### src/rtl/llfifo_pop.sv
// llfifo_pop: dequeue controller for the multi-queue linked-list FIFO.
// Define LLFIFO_POP_CHECK_EN to add the sticky chk_err integrity flag.
package llfifo_pkg;
  localparam int PTR_N = 255;
  localparam int PTR_W = $clog2(PTR_N);
  localparam int W = 32;
  typedef logic [PTR_W-1:0] ptr_t;
  typedef logic [W-1:0] word_t;
  typedef struct packed {
    logic valid;
    ptr_t head;
    ptr_t tail;
    ptr_t cnt;
  } queue_t;
endpackage

module llfifo_pop
  import llfifo_pkg::*;
#(
  parameter int ID_N = 4,
  localparam int IW = $clog2(ID_N)
) (
  input  logic          clk,
  input  logic          rst_n,
  input  logic          pop_vld,
  input  logic [IW-1:0] pop_id,
  output logic          pop_rdy,
  output logic          qs_rd_en,
  output logic [IW-1:0] qs_rd_id,
  input  queue_t        qs_rd_q,
  output logic          qs_wr_en,
  output logic [IW-1:0] qs_wr_id,
  output queue_t        qs_wr_q,
  output logic          lnk_rd_en,
  output ptr_t          lnk_rd_ptr,
  input  ptr_t          lnk_rd_next,
  input  word_t         lnk_rd_word,
  output logic          free_vld,
  output ptr_t          free_ptr,
  output logic          rsp_vld,
  output logic [IW-1:0] rsp_id,
  output word_t         rsp_word,
  output logic          rsp_err,
  input  logic          rsp_rdy,
  output logic          busy,
  output logic [IW-1:0] busy_id
`ifdef LLFIFO_POP_CHECK_EN
  ,
  output logic          chk_err
`endif
);

  typedef enum logic [1:0] {
    IDLE,
    QRD,
    LRD,
    RSP
  } state_t;

  state_t        state, state_nxt;
  logic [IW-1:0] id_q;
  ptr_t          head_q;
  ptr_t          tail_q;
  ptr_t          cnt_q;
  word_t         word_q;
  logic          err_q;
  logic          acc;
  logic          hit;
  logic          last;

  assign pop_rdy  = rst_n && (state == IDLE);
  assign acc      = pop_vld && pop_rdy;
  assign qs_rd_en = acc;
  assign qs_rd_id = pop_id;
  assign hit      = qs_rd_q.valid && (qs_rd_q.cnt != '0);
  assign last     = (cnt_q == PTR_W'(1));

  assign qs_wr_id = id_q;
  assign rsp_id   = id_q;
  assign rsp_word = word_q;
  assign rsp_err  = err_q;
  assign busy     = (state != IDLE);
  assign busy_id  = id_q;

  always_comb begin
    state_nxt  = state;
    lnk_rd_en  = 1'b0;
    lnk_rd_ptr = '0;
    qs_wr_en   = 1'b0;
    qs_wr_q    = '0;
    free_vld   = 1'b0;
    free_ptr   = '0;
    rsp_vld    = 1'b0;
    unique case (state)
      IDLE: begin
        if (acc) state_nxt = QRD;
      end
      QRD: begin
        if (hit) begin
          lnk_rd_en  = 1'b1;
          lnk_rd_ptr = qs_rd_q.head;
          state_nxt  = LRD;
        end else begin
          state_nxt = RSP;
        end
      end
      LRD: begin
        qs_wr_en = 1'b1;
        free_vld = 1'b1;
        free_ptr = head_q;
        // cnt_q >= 2 here, so the decrement cannot wrap
        if (!last) begin
          qs_wr_q.valid = 1'b1;
          qs_wr_q.head  = lnk_rd_next;
          qs_wr_q.tail  = tail_q;
          qs_wr_q.cnt   = cnt_q - PTR_W'(1);
        end
        state_nxt = RSP;
      end
      RSP: begin
        rsp_vld = 1'b1;
        if (rsp_rdy) state_nxt = IDLE;
      end
      default: state_nxt = IDLE;
    endcase
  end

  always_ff @(posedge clk or negedge rst_n) begin
    if (!rst_n) begin
      state  <= IDLE;
      id_q   <= '0;
      head_q <= '0;
      tail_q <= '0;
      cnt_q  <= '0;
      word_q <= '0;
      err_q  <= 1'b0;
    end else begin
      state <= state_nxt;
      if (acc) id_q <= pop_id;
      if (state == QRD) begin
        head_q <= qs_rd_q.head;
        tail_q <= qs_rd_q.tail;
        cnt_q  <= qs_rd_q.cnt;
        if (!hit) begin
          word_q <= '0;
          err_q  <= 1'b1;
        end
      end
      if (state == LRD) begin
        word_q <= lnk_rd_word;
        err_q  <= 1'b0;
      end
    end
  end

`ifdef LLFIFO_POP_CHECK_EN
  logic chk_hit;

  assign chk_hit =
    ((state == QRD) && qs_rd_q.valid && (qs_rd_q.cnt == '0)) ||
    ((state == LRD) && !last && (cnt_q != '0) && (lnk_rd_next == '0)) ||
    ((state == LRD) && last && (head_q != tail_q));

  always_ff @(posedge clk or negedge rst_n) begin
    if (!rst_n) begin
      chk_err <= 1'b0;
    end else if (chk_hit) begin
      chk_err <= 1'b1;
      $error("llfifo_pop: queue %0d state inconsistent", id_q);
    end
  end
`endif

endmodule

### config.mk
export PLATFORM = sky130hd
export DESIGN_NAME = llfifo_pop
export DESIGN_NICKNAME = d
export VERILOG_FILES = /design/src/rtl/llfifo_pop.sv
export SDC_FILE = /design/constraint.sdc
export NUM_CORES = 1
export LEC_CHECK = 0
export CORE_MARGIN = 2
export CORE_UTILIZATION = 59
export CTS_BUF_LIST = sky130_fd_sc_hd__clkbuf_2
export DETAILED_ROUTE_END_ITERATION = 7
export DONT_BUFFER_PORTS = 1
export PLACE_DENSITY = 0.79
export SYNTH_ARGS = -nofsm -noshare
export SYNTH_HDL_FRONTEND = slang
export SYNTH_SLANG_ARGS = --single-unit
### constraint.sdc
create_clock -name clk -period 2.3 [get_ports clk]
set_input_delay 0.46 -clock clk [delete_from_list [all_inputs] [get_ports clk]]
set_output_delay 0.46 -clock clk [all_outputs]
set_load 0.005 [all_outputs]
==> reports/metrics.csv <==
metric,value,unit
synth_top_area_cell,dfrtp_1,
drive_above_1_share,27.41,%
yosys_warnings,0,
worstPathCellList,or4_4 -> o41ai_4 -> inv_4 -> and2_2,
overflow,0,
cts-root-buf,clkbuf_2,
yosysMostFrequentCell,dfrtp_1,
ys_async_sr_fraction,100.0,%
worst_path_largest_cell_delay,0.57,ns
arrival,2.07,ns
vias,2394,
status,"complete, but fails checks",
start_kind,register,
rsz0062_at_grt,yes,
max_cap_violations,0,
hp-start,lnk_rd_word[27],
clock_skew,0.02265,ns
cts.clk_slew.worst_paths,0.17,ns
area_delta_synth_final,10.67,%
ff2ff_setup_slack,0.37,ns
drt_iter0_markers,57,
ys.flop_type,dfrtp_1,
tightest_slew,0.5496,ns
grt_max_degree,62,
fin_crit_sh,110.2,%
die_h,79.01,um
cts_buffers,9,
rr_endpoint,rsp_word[20]$_DFFE_PN0P_,
hold_violations,0,
critical-path-top-delay-family,simple AND/OR/NAND/NOR gates,
topRoutingLayerUsed,met4,
holdWs,0.1453,ns
gp_congestion,0.7660,
wl_met1,3051,um
crit_path_start,cnt_q[3]$_DFFE_PN0P_,
dieArea,6242,um^2
portBuffers,0,
slew_headroom,63.34,%
hold_end,rsp_word[27]$_DFFE_PN0P_,
post-route-drc-count,0,
crit_type,reg -> out,
first_global_vias,2333,
slowest_stage,or4_4,
postLayoutCoreUtil,67.12,%
clock_latency,0.44,ns
final-setup-viol-count,24,
fin_crit,2.534,ns
totalWireLength,7407,um
syn_area,3319,um^2
wl_per_cell,17.85,um
min_path_cells,2,
syn_inst,334,
cts_tree,done,
final_net_count,417,
dp_slack,0.08413,ns
rows,27,
yosysSeqAreaShare,45.99,%
fmax,0.3946,GHz
antenna_found_initial,0,
die_width,79.01,um
worstPathRequired,1.84,ns
post-dp-hpwl,4991,um
ys_ff_latch,61,
ir_worst_vdd,0.0006840,V
r2r-start,state[0]$_DFFE_PN0P_,
wl_met3,547,um
hold_path.class,in -> reg,
fill_cells,452,
syn_area_per_cell,9.938,um^2
via_per_inst,5.769,
synth_commonest_cells,"dfrtp_1, o21ai_0, a21oi_1, nand2b_1, nor2b_1",
clockBufferDepth,2,
fin_ws,-0.2344,ns
synth_top_area_share,45.99,%
clock_sinks,61,
first_pass_iters,4,
synth_cell_types,37,
violations,setup timing,
ff2ff_path_depth,6,
htree_levels,3,
cp-end-kind,output port,
synth.top_cells.by_area,"dfrtp_1, mux2_2, nand2b_1",
maxSlewViolCount,0,
powerDensity,1504,nW/um^2
grt_usage,23.77,%
initial_core_util,60.65,%
grt_pass1_wl,11340,um
syn_nets,412,
p_leak,1.567,nW
power,5.524,mW
wl_met2,3710,um
ant_nets,0,
critPathBufInv,1,
synth_edf_count,0,
cp_max_fo,17,
io_pins,160,
num_antenna_cells,0,
coreArea,5473,um^2
## power breakdown
part           total (mW)  internal, mW  switching (mW)
clock network       0.714         0.354           0.360
registers            2.05          1.60           0.445
logic                2.76          1.35            1.41
## cell type report
cell class	instances	area, um^2	area share (%)
Sequential cell	61	1531	41.69
Timing Repair Buffer	21	203.9	5.552
Inverter	7	28.78	0.7834
Clock inverter	5	76.32	2.078
Clock buffer	10	50.05	1.362
Tap cell	72	90.09	2.452
Multi-Input combinational cell	239	1693	46.08
## per-stage QoR
stage	instance area, um^2	TNS [ns]	std cells
6_report	3674	-4.739	415
5_1_grt	3674	-7.977	415
4_1_cts	3602	-6.620	410
3_5_place_dp	3358	0	388
3_3_place_gp	3358	0	388
2_1_floorplan	3319	0	334
## routing by layer
layer | GRT usage [%] | vias up
met2 | 38.64 | 99
met1 | 29.07 | 1153
met3 | 8.636 | 9
met4 | 8.966 | 0
li1 | - | 1133
met5 | 0 | -
## placed cells by master, fill, tap and decap left out, types with 6 or more instances in the layout
master | netlist | routed
a21oi_1 | 36 | 32
and2_1 | 10 | 10
and2_2 | 7 | 6
and2_4 | 9 | 10
and3_1 | 9 | 9
buf_4 | 7 | 15
clkbuf_2 | 0 | 10
dfrtp_1 | 61 | 57
ha_1 | 7 | 6
inv_1 | 6 | 6
mux2_2 | 25 | 25
nand2b_1 | 35 | 35
nor2b_1 | 34 | 34
o21ai_0 | 37 | 36
## state kept, by name, summed over array words and instances (netlist names)
register,cells
state,2
rsp_word,32
busy_id,2
tail_q,8
rsp_err,1
cnt_q,8
head_q,8
## how the worst max path moves through the flow
stage,to,depth (start not counted)
floorplan,qs_wr_q[15],5
global placement,qs_wr_q[6],5
detailed placement,qs_wr_q[6],5
CTS,qs_wr_q[6],5
global route,qs_wr_q[9],7
finish,qs_wr_q[11],4
## what timing repair did
item	CTS	global route
endpoints found under the setup margin	32	34
gates resized for setup	14	8
endpoints found under the hold margin	61	0
hold buffers	2	0
setup buffers	5	6
pin swaps	1	2
## worst reg2reg max path: stages, from the launching register on
cell and delay, ns:
dfrtp_1 0.46, inv_1 0.18, ha_1 0.27, and2_0 0.35, buf_12 0.26, a21oi_1 0.18, o21ai_0 0.12
## kinds of logic after synthesis
family / synth area share, %
multiplexers: 8.481
XOR/XNOR: 0.5278
adder cells (fa/ha/maj): 2.638
AO/OA/AOI/OAI: 13.31
flip-flops: 45.99
buffers and inverters: 4.938
AND/OR/NAND/NOR: 24.12
(Power assumes the default switching activity.)
